### src/rtl/bcd_updown_counter.sv
// N-digit packed-BCD up/down counter with prescaled count tick, load/clear and programmable terminal value.
// All outputs registered: data/tick/wrap/load_err update one clk after the causing condition.
module bcd_updown_counter #(
  parameter int                   DIGITS = 6,
  parameter int                   DIV    = 500_000,
  parameter logic [4*DIGITS-1:0]  LIMIT  = {DIGITS{4'h9}}
) (
  input  logic                  clk,
  input  logic                  rst,
  input  logic                  en,
  input  logic                  up_dn,
  input  logic                  clear,
  input  logic                  load,
  input  logic [4*DIGITS-1:0]   load_data,
  output logic [4*DIGITS-1:0]   data,
  output logic                  tick,
  output logic                  wrap,
  output logic                  load_err
);

  localparam int              W    = 4 * DIGITS;
  localparam int              PW   = (DIV > 1) ? $clog2(DIV) : 1;
  localparam logic [PW-1:0]   PMAX = PW'(DIV - 1);

  logic [W-1:0]  data_q, data_d;
  logic [PW-1:0] presc_q, presc_d;
  logic          tick_q, tick_d;
  logic          wrap_q, wrap_d;
  logic          load_err_q, load_err_d;
  logic          step;
  logic          load_ok;

  function automatic logic [W-1:0] bcd_inc(input logic [W-1:0] v);
    logic carry;
    bcd_inc = v;
    carry   = 1'b1;
    for (int i = 0; i < DIGITS; i++) begin
      if (carry) begin
        if (v[4*i +: 4] == 4'd9) begin
          bcd_inc[4*i +: 4] = 4'd0;
        end else begin
          bcd_inc[4*i +: 4] = v[4*i +: 4] + 4'd1;
          carry = 1'b0;
        end
      end
    end
  endfunction

  function automatic logic [W-1:0] bcd_dec(input logic [W-1:0] v);
    logic borrow;
    bcd_dec = v;
    borrow  = 1'b1;
    for (int i = 0; i < DIGITS; i++) begin
      if (borrow) begin
        if (v[4*i +: 4] == 4'd0) begin
          bcd_dec[4*i +: 4] = 4'd9;
        end else begin
          bcd_dec[4*i +: 4] = v[4*i +: 4] - 4'd1;
          borrow = 1'b0;
        end
      end
    end
  endfunction

  function automatic logic digits_ok(input logic [W-1:0] v);
    digits_ok = 1'b1;
    for (int i = 0; i < DIGITS; i++) begin
      if (v[4*i +: 4] > 4'd9) digits_ok = 1'b0;
    end
  endfunction

  // For valid BCD, numeric order equals unsigned order of the packed vector.
  assign load_ok = digits_ok(load_data) && (load_data <= LIMIT);
  assign step    = en && (presc_q == PMAX);

  always_comb begin
    data_d     = data_q;
    presc_d    = presc_q;
    tick_d     = 1'b0;
    wrap_d     = 1'b0;
    load_err_d = 1'b0;
    if (clear) begin
      data_d  = '0;
      presc_d = '0;
    end else if (load) begin
      if (load_ok) begin
        data_d  = load_data;
        presc_d = '0;
      end else begin
        load_err_d = 1'b1;
      end
    end else if (en) begin
      presc_d = step ? '0 : presc_q + 1'b1;
      if (step) begin
        tick_d = 1'b1;
        if (up_dn) begin
          if (data_q == LIMIT) begin
            data_d = '0;
            wrap_d = 1'b1;
          end else begin
            data_d = bcd_inc(data_q);
          end
        end else begin
          if (data_q == '0) begin
            data_d = LIMIT;
            wrap_d = 1'b1;
          end else begin
            data_d = bcd_dec(data_q);
          end
        end
      end
    end
  end

  always_ff @(posedge clk or posedge rst) begin
    if (rst) begin
      data_q     <= '0;
      presc_q    <= '0;
      tick_q     <= 1'b0;
      wrap_q     <= 1'b0;
      load_err_q <= 1'b0;
    end else begin
      data_q     <= data_d;
      presc_q    <= presc_d;
      tick_q     <= tick_d;
      wrap_q     <= wrap_d;
      load_err_q <= load_err_d;
    end
  end

  assign data     = data_q;
  assign tick     = tick_q;
  assign wrap     = wrap_q;
  assign load_err = load_err_q;

endmodule

### config.mk
export PLATFORM = sky130hd
export DESIGN_NAME = bcd_updown_counter
export DESIGN_NICKNAME = d
export VERILOG_FILES = /design/src/rtl/bcd_updown_counter.sv
export SDC_FILE = /design/constraint.sdc
export NUM_CORES = 1
export LEC_CHECK = 0
export CAP_MARGIN = 20
export CORE_MARGIN = 3
export CORE_UTILIZATION = 35
export CTS_BUF_LIST = sky130_fd_sc_hd__clkbuf_16
export DETAILED_ROUTE_END_ITERATION = 6
export GPL_ROUTABILITY_DRIVEN = 0
export GPL_TIMING_DRIVEN = 1
export PLACE_DENSITY_LB_ADDON = 0.08
export REMOVE_ABC_BUFFERS = 1
export SYNTH_ARGS = -nofsm -noshare
export SYNTH_HDL_FRONTEND = slang
export SYNTH_SLANG_ARGS = --single-unit
### constraint.sdc
create_clock -name clk -period 2.97 [get_ports clk]
set_clock_uncertainty 0.15 [all_clocks]
set_input_delay 0.7425 -clock clk [delete_from_list [all_inputs] [get_ports clk]]
set_output_delay 0.7425 -clock clk [all_outputs]
set_load 0.01 [all_outputs]
* Word-level counts from Yosys, hierarchy flattened
Index checks and enable logic that the tools add are counted.
Operators by class: $add $sub $neg 13, magnitude comparators 7, eq/ne operators 14, multiplexer cells 133, reduce and logical (&&, ||, !) cells 23
Operators with widths (number):
- two-way mux 24 bit | 8
- two-way mux 1 bit | 98
- two-way mux 19 bit | 5
- two-way mux 4 bit | 22
- != test 5 x 1 -> 1 bit (second input constant) | 5
- AND reduction 5 bit | 5
- nonzero test 5 bit | 5
- adder 4 x 1 -> 4 bit (second input constant) | 6
- equality test 24 bit (second input constant) | 1
- equality test 4 bit (second input constant) | 6
- > comparator 4 bit (second input constant) | 6
- less-or-equal comparator 24 bit (second input constant) | 1
- zero test 24 bit | 1
- zero test 4 bit | 6
- subtractor 4 x 1 -> 4 bit (second input constant) | 6
- adder 19 x 1 -> 19 bit (second input constant) | 1
- equality test 19 bit (second input constant) | 1
- nonzero test 3 bit | 2
- != test 3 x 2 -> 1 bit (second input constant) | 1
- AND reduction 3 bit | 1
- logical AND 1 bit | 2
- AND reduction 2 bit | 1
Storage, ports and cells: register bits after elaboration 46, bits of input ports 30, output and inout bits 27

* Longest topological paths before layout
Gate-level depths: netlist of the first run.
word-level depth 43, mapped depth 9, mapped depth without buffers 8

* Least setup slack after synthesis of the first run
OpenSTA, ideal clock, no wires.
kind register -> register, from reg data_q[16], in the netlist data[16], to reg data_q[6], in the netlist data[6], setup time 0.125 ns, arrival time 2.182 ns, slack 0.513 ns, stages on the path, launching flop included 7, period minus slack after synthesis 2.457 ns, path through dfrtp_1 -> inv_1 -> ha_1 -> or3b_2 -> o31ai_2 -> o221ai_4 -> mux2_4
On the way: longest elaborated chain between the ends 7
RTL lines:
- from (decl) | line 25 | logic [W-1:0] data_q, data_d;
- from (signal assigned) | line 123 | data_q <= data_d;
- equality test 24 bit or zero test 24 bit (tied branches) | line 97, 104
- two-way mux 24 bit (on tied branches) | line 97, 104
- two-way mux 24 bit | line 96 | if (up_dn) begin
- two-way mux 24 bit | line 94 | if (step) begin
- two-way mux 24 bit | line 92 | end else if (en) begin
- two-way mux 24 bit | line 85 | end else if (load) begin
- two-way mux 24 bit | line 82 | if (clear) begin
Parallel ways exist; a longest one is shown, timed or not. The select of a mux whose other input is x is not followed. A chain may end at the register's enable or synchronous reset.

* Worst setup path in the final report of the first run
from in load_data[18], to reg presc_q[18]
On the way: longest elaborated chain between the ends 6
RTL lines:
- from (decl) | line 14 | input logic [4*DIGITS-1:0] load_data,
- branches (longest 3 deep; another with less-or-equal comparator 24 bit)
- logical AND 1 bit (*) | line 73 | assign load_ok = digits_ok(load_data) && (load_data <= LIMIT);
- != test 3 x 2 -> 1 bit (no source line) (*)
- AND reduction 2 bit (no source line) (*)
- to (signal assigned) | line 124 | presc_q <= presc_d;
- to (decl) | line 26 | logic [PW-1:0] presc_q, presc_d;
Mark *: on every way between the ends.

==> results.py, run 1 <==
metrics = {
    "critical_path": {
        "cp_slowest_cell": "clkdlybuf4s50_1",
        "timing.rr.start": "data[1]",
        "slowest_delay_ps": 430,
        "rr_worst_depth": 9,
        "cp_cell_sequence": "clkdlybuf4s50_1 > o21ai_1 > nand4_1 > o31ai_4 > buf_4 > nand2_1 > or3_1 > a21oi_1",
        "cp.arrival_ps": 2950,
        "end_kind": "flop",
        "start_kind": "input pin",
        "crit_family": "compound AO/OA/AOI/OAI gates",
        "startpoint": "load_data[18]",
        "path_max_fanout": 18,
        "cp.required_ps": 3040,
        "crit_type": "in2reg",
        "rr_endpoint": "data[14]",
        "crit_buf_inv": 2,
        "r2r_setup_slack_ps": 370,
    },
    "grt": {
        "grt_pass1_wl_mm": 17.2,
        "grt-ovfl-total": 0,
        "grt_usage_pct": 18.7,
        "first_global_vias": 3382,
        "antenna_found_initial": 0,
        "grt_max_degree": 29,
    },
    "cts": {
        "cts_buffers": 5,
        "hold_buffers": 0,
        "cts_resized": 0,
        "post_cts_buffers": 0,
        "insertion_delay_ps": 290,
        "cts-htree-levels": 2,
        "clock-sinks": 46,
        "cts_tree": "yes",
        "cts_buffer_depth": 2,
        "clkTransAtPathRegs_ps": 70,
        "cts_root_buffer": "clkbuf_16",
    },
    "yosys": {
        "syn_inst": 421,
        "yosysWarnings": 0,
        "synthFlopType": "dfrtp_1",
        "synth-async-reset-ratio_pct": 100,
        "synthXorXnorAreaFrac_pct": 3.21,
        "synthSimpleGateAreaFrac_pct": 25.7,
        "ys_seq_elements": 46,
        "syn_avg_cell_area_sq_um": 8.42,
        "synth_top_family_by_area": "simple AND/OR/NAND/NOR gates",
        "synth-adder-area-share_pct": 6.71,
        "synth_compound_area_share_pct": 23.6,
        "syn_area_sq_um": 3540,
        "synth-seq-area-share_pct": 32.5,
        "synth.distinct_cells": 67,
        "synth_edf_count": 0,
        "muxShareOfSynthArea_pct": 3.46,
    },
    "sta": {
        "fin_crit_sh_pct": 96.9,
        "worst_pin_slew_ps": 588,
        "hold_viol": 0,
        "maxSlewHeadroom_pct": 60.7,
        "rsz0062_at_grt": "false",
        "slew_violations": 0,
        "fin_crit_ps": 2880,
        "setup_violations": 0,
        "clock.fmax_mhz": 347,
        "hold_ws_ps": 364,
    },
    "worst_hold_path": {
        "min_from": "presc_q[0]",
        "hold_path_end": "presc_q[0]",
        "hp-class": "reg2reg",
        "min_path_cells": 1,
    },
    "drt": {
        "drtAntennaViolNets": 0,
        "wl_mm": 10.5,
        "drtPass1Iterations": 4,
        "post-route-drc-count": 0,
        "routedWlPerCell_um": 16.1,
        "drt_iter0_drc": 159,
        "vias": 3541,
        "viasPerCell": 5.45,
    },
    "floorplanning": {
        "num_rows": 36,
        "start_util_pct": 36.1,
        "die_h_um": 107,
        "fp.coreArea_sq_um": 9820,
        "pin_count": 57,
        "die_x_um": 107,
        "dieArea_sq_um": 11400,
    },
    "cells_and_area": {
        "nNetsFinal": 565,
        "utilization_pct": 48.2,
        "final_area_sq_um": 4740,
        "fillers": 994,
        "num_antenna_cells": 0,
        "final_cell_mix": "clkdlybuf4s50_1 (56), buf_4 (52), dfrtp_1 (46)",
        "syn_to_final_growth_pct": 33.6,
        "multi_input_area_sq_um": 2220,
        "final_common_cell": "clkdlybuf4s50_1",
        "layout.area.seq_sq_um": 1150,
        "drive_gt1_share_pct": 15.9,
    },
    "outcome": {
        "status": "completed",
    },
    "power": {
        "powerDensity_nw_per_um2": 470,
        "p_leak_nw": 2.01,
        "irDropWorstVdd_mv": 0.239,
    },
    "place": {
        "post_dp_cell_area_sq_um": 4580,
        "place.port_buffers": 56,
        "hpwl_mm": 8.07,
    },
    "run": {
        "drv_cap": 0,
    },
}
==> worst register-to-register path, stage by stage, from the launching register on <==
cell and delay [ps]:
dfrtp_1 430, inv_1 140, ha_1 220, nor3b_4 380, nand4_2 210, o31ai_2 390, buf_4 210, nor2_1 50
a221oi_1 200, o21ai_0 100
==> flip-flops by register name, indices dropped and copies added (netlist names) <==
signal / cells
data: 24
load_err: 1
presc_q: 19
tick: 1
wrap: 1
==> how the worst max path moves through the flow <==
stage | end | slack, ps | cells past startpoint
final | presc_q[18] | 90 | 8
after global routing | presc_q[18] | 30 | 8
after CTS | presc_q[18] | 150 | 8
after detailed placement | presc_q[18] | -150 | 8
after global placement | presc_q[18] | -110 | 8
after floorplan | data[6] | 160 | 6
==> through the flow <==
step | setup slack [ps] | std cells | power, W | TNS (ps)
global placement | -106 | 640 | 0.00166 | -868
floorplan | 165 | 400 | 0.00127 | 0
CTS | 149 | 648 | 0.00224 | 0
finish | 91.0 | 650 | 0.00222 | 0
detailed placement | -146 | 640 | 0.00166 | -1480
global route | 26.4 | 650 | 0.00237 | 0
==> power by group <==
| group | total (W) | leakage (nW) | switching [W] | internal (W) |
|---|---|---|---|---|
| logic | 0.000851 | 1.32 | 0.000427 | 0.000424 |
| registers | 0.000804 | 0.615 | 0.000115 | 0.000689 |
| clock network | 0.000570 | 0.0698 | 0.000257 | 0.000312 |
==> metal layers <==
layer  share of wire [%]  up-vias  global-route usage, %
li1                    -     1753                      -
met1                  50     1668                   28.0
met2                  43      103                   27.9
met3                 5.6       17                   3.01
met4                 1.2        0                   4.75
met5                   0        -                      0
==> cells in the mapped netlist, types with 2 or more instances <==
| cell type | number | area [sq um] |
|---|---|---|
| nor2_1 | 44 | 165 |
| ha_1 | 19 | 238 |
| and3b_1 | 4 | 35.0 |
| buf_1 | 2 | 7.51 |
| nor3b_2 | 2 | 25.0 |
| o41ai_1 | 3 | 26.3 |
| buf_4 | 2 | 15.0 |
| mux2_4 | 2 | 30.0 |
| nand3_1 | 19 | 95.1 |
| nand2b_1 | 4 | 25.0 |
| a221oi_1 | 9 | 78.8 |
| o21ai_1 | 7 | 35.0 |
| a22oi_1 | 2 | 15.0 |
| a21oi_1 | 24 | 120 |
| a31oi_1 | 6 | 37.5 |
| and3_1 | 10 | 62.6 |
| and2_1 | 2 | 12.5 |
| o31ai_1 | 6 | 45.0 |
| clkbuf_1 | 13 | 48.8 |
| o22ai_1 | 3 | 18.8 |
| inv_1 | 21 | 78.8 |
| nand4_1 | 14 | 87.6 |
| mux2i_1 | 7 | 70.1 |
| nor3_1 | 11 | 55.1 |
| xor2_1 | 12 | 105 |
| a32o_1 | 2 | 20.0 |
| nand2_1 | 31 | 116 |
| nor4_1 | 4 | 25.0 |
| a211oi_1 | 2 | 15.0 |
| o21bai_1 | 3 | 22.5 |
| buf_2 | 4 | 20.0 |
| nor2b_1 | 2 | 12.5 |
| dfrtp_1 | 46 | 1150 |
| or3b_2 | 2 | 17.5 |
| or3_1 | 5 | 31.3 |
| o21ai_0 | 38 | 190 |
| nand3b_1 | 4 | 30.0 |
==> kinds of logic after synthesis <==
kind of cell,after synthesis
buffers and inverters,42
adders and majority gates,19
muxes,11
DFF,46
xor gates and xnor gates,13
and+or+nand+nor,169
AOI/OAI and AO/OA,121
==> final cells by class <==
type	count	share of cell area, %
Multi-Input combinational cell	333	46.9
Sequential cell	46	24.3
Tap cell	133	3.51
Clock buffer	5	2.64
Timing Repair Buffer	109	20.5
Clock inverter	3	0.449
Inverter	21	1.66
Power figures use the tool's default switching activity.
==> run 2: changes to the inputs <==
Settings changed: CORE_UTILIZATION 35 to 25, RECOVER_POWER set to 25.
==> run 2 against run 1 <==
  * Largest cell class unchanged
  * Die area increased by 38%
  * Clock power increased by 1%
  * Sequential cell count unchanged
  * Setup slack improved by 79 ps
  * Design area increased by 2.3%
  * Cell count increased by 7.5%
  * Maximum frequency increased by 2.8%
  * Core utilization decreased by 12 points
  * Global-route usage decreased by 4.2 points
  * Non-clock buffer count increased by 6
==> results.py, run 2 (same netlist as run 1, synthesis figures left out) <==
metrics = {
    "outcome": {
        "status": "completed",
    },
    "grt": {
        "antenna_found_initial": 0,
        "grt_max_degree": 31,
        "grt_pass1_wl_mm": 18.6,
        "grt_usage_pct": 14.5,
        "first_global_vias": 3429,
        "grt-ovfl-total": 0,
    },
    "cts": {
        "cts-htree-levels": 2,
        "clock-sinks": 46,
        "hold_buffers": 0,
        "cts_root_buffer": "clkbuf_16",
        "insertion_delay_ps": 290,
        "cts_tree": "yes",
        "clkTransAtPathRegs_ps": 70,
        "post_cts_buffers": 0,
        "cts_buffer_depth": 2,
        "cts_buffers": 5,
        "cts_resized": 0,
    },
    "critical_path": {
        "rr_endpoint": "data[14]",
        "cp_slowest_cell": "clkdlybuf4s50_1",
        "crit_path_end": "presc_q[9]",
        "crit_buf_inv": 1,
        "path_max_fanout": 6,
        "end_kind": "flop",
        "crit_family": "simple AND/OR/NAND/NOR gates",
        "cp.arrival_ps": 2870,
        "cp.required_ps": 3040,
        "cp_num_cells": 7,
        "crit_type": "in2reg",
        "timing.rr.start": "data[4]",
        "startpoint": "load_data[14]",
        "r2r_setup_slack_ps": 340,
        "rr_worst_depth": 9,
        "start_kind": "input pin",
        "cp_cell_sequence": "clkdlybuf4s50_1 > o21ai_1 > nand4_1 > o31ai_4 > nand3_1 > or3_1 > a21oi_1",
        "slowest_delay_ps": 430,
    },
    "sta": {
        "clock.fmax_mhz": 357,
        "fin_crit_sh_pct": 94.3,
        "setup_violations": 0,
        "setup_slack_ps": 170,
        "maxSlewHeadroom_pct": 46.6,
        "rsz0062_at_grt": "false",
        "hold_viol": 0,
        "worst_pin_slew_ps": 802,
        "fin_crit_ps": 2800,
        "slew_violations": 0,
    },
    "cells_and_area": {
        "largest_register_ffs": 24,
        "nNetsFinal": 571,
        "num_antenna_cells": 0,
        "instances_no_fill": 699,
        "final_common_cell": "buf_4",
        "drive_gt1_share_pct": 16.6,
        "layout.area.seq_sq_um": 1150,
        "final_cell_mix": "buf_4 (56), clkdlybuf4s50_1 (55), dfrtp_1 (46)",
        "syn_to_final_growth_pct": 36.7,
        "multi_input_area_sq_um": 2220,
        "fillers": 1425,
    },
    "floorplanning": {
        "die_h_um": 125,
        "fp.coreArea_sq_um": 13600,
        "num_rows": 42,
        "pin_count": 57,
        "dieArea_sq_um": 15600,
        "start_util_pct": 26.1,
        "die_x_um": 125,
    },
    "power": {
        "irDropWorstVdd_mv": 0.214,
        "seqPwrFrac_pct": 36.1,
        "p_leak_nw": 2.04,
        "p_int_w": 0.00144,
        "pwr-share-comb_pct": 38.3,
        "switchingPower_w": 0.000821,
        "powerDensity_nw_per_um2": 466,
        "sw_frac_of_total_pct": 36.4,
        "clkPwrFrac_pct": 25.6,
    },
    "place": {
        "dp_slack_ps": -147,
        "hpwl_mm": 8.81,
        "place.port_buffers": 56,
        "place_inst": 691,
    },
    "run": {
        "drv_cap": 0,
    },
    "worst_hold_path": {
        "hp-class": "reg2reg",
    },
    "drt": {
        "drtAntennaViolNets": 0,
        "drtPass1Iterations": 5,
        "vias": 3527,
        "post-route-drc-count": 0,
        "drt_iter0_drc": 222,
        "wl_mm": 11.4,
        "viasPerCell": 5.05,
        "routedWlPerCell_um": 16.4,
    },
}
## run 2: cell types whose count changed in the layout (fill, tap and decap cells not counted), sizes merged
cell,change
buf,+5
clkbuf,+1
clkdlybuf4s50,-1
dlygate4sd3,+1
## run 2: layer usage
layer	up-vias	track usage (%)	share of wire (%)	wire [um]
met5	-	0	0	0
met4	0	3.64	1.0	118
met3	8	2.35	3.5	402
met2	68	21.8	44	4980
met1	1692	21.6	52	5940
li1	1759	-	-	-
## run 2: power groups by stage
stage          clock (W)  sequential (W)  combinational, W
3_3_place_gp           0        0.000824          0.000866
6_report        0.000578        0.000815          0.000863
3_5_place_dp           0        0.000825          0.000867
4_1_cts         0.000608        0.000814          0.000871
2_1_floorplan          0        0.000829          0.000440
5_1_grt         0.000628        0.000833          0.000956
## run 2: worst min path at each step
stage / cells past startpoint / slack [ps] / from / end
after floorplan: 1 / 310 / presc_q[3] / presc_q[3]
after global placement: 1 / 350 / presc_q[3] / presc_q[3]
after detailed placement: 1 / 350 / presc_q[3] / presc_q[3]
after CTS: 1 / 360 / presc_q[3] / presc_q[3]
after global routing: 1 / 380 / presc_q[3] / presc_q[3]
final: 1 / 360 / presc_q[0] / presc_q[0]
## run 2: worst reg2reg max path, cell delays in order (launching register included)
cell and delay [ps]:
dfrtp_1 450, inv_1 130, ha_1 250, nor3b_1 330
nand4_2 210, o31ai_2 380, buf_4 230, nor2_1 60
a221oi_1 220, o21ai_0 110
## run 2: per-stage QoR
step / util, % / total power [W] / hold WS (ps) / area [sq um] / TNS, ps
global placement: 34.8 / 0.00169 / 347 / 4710 / -1570
global route: 35.7 / 0.00242 / 381 / 4850 / 0
detailed placement: 34.8 / 0.00169 / 349 / 4710 / -1360
finish: 35.7 / 0.00226 / 359 / 4850 / 0
floorplan: - / 0.00127 / 312 / 3450 / 0
CTS: 35.9 / 0.00229 / 358 / 4860 / 0
## run 2: final cells by class
cell class                 instances  share of cell area (%)
multi-input combinational        333                    45.9
inverter                          21                    1.63
clock buffer                       5                    2.58
tap                              176                    4.54
timing repair buffer             115                    21.2
sequential                        46                    23.8
clock inverter                     3                   0.439
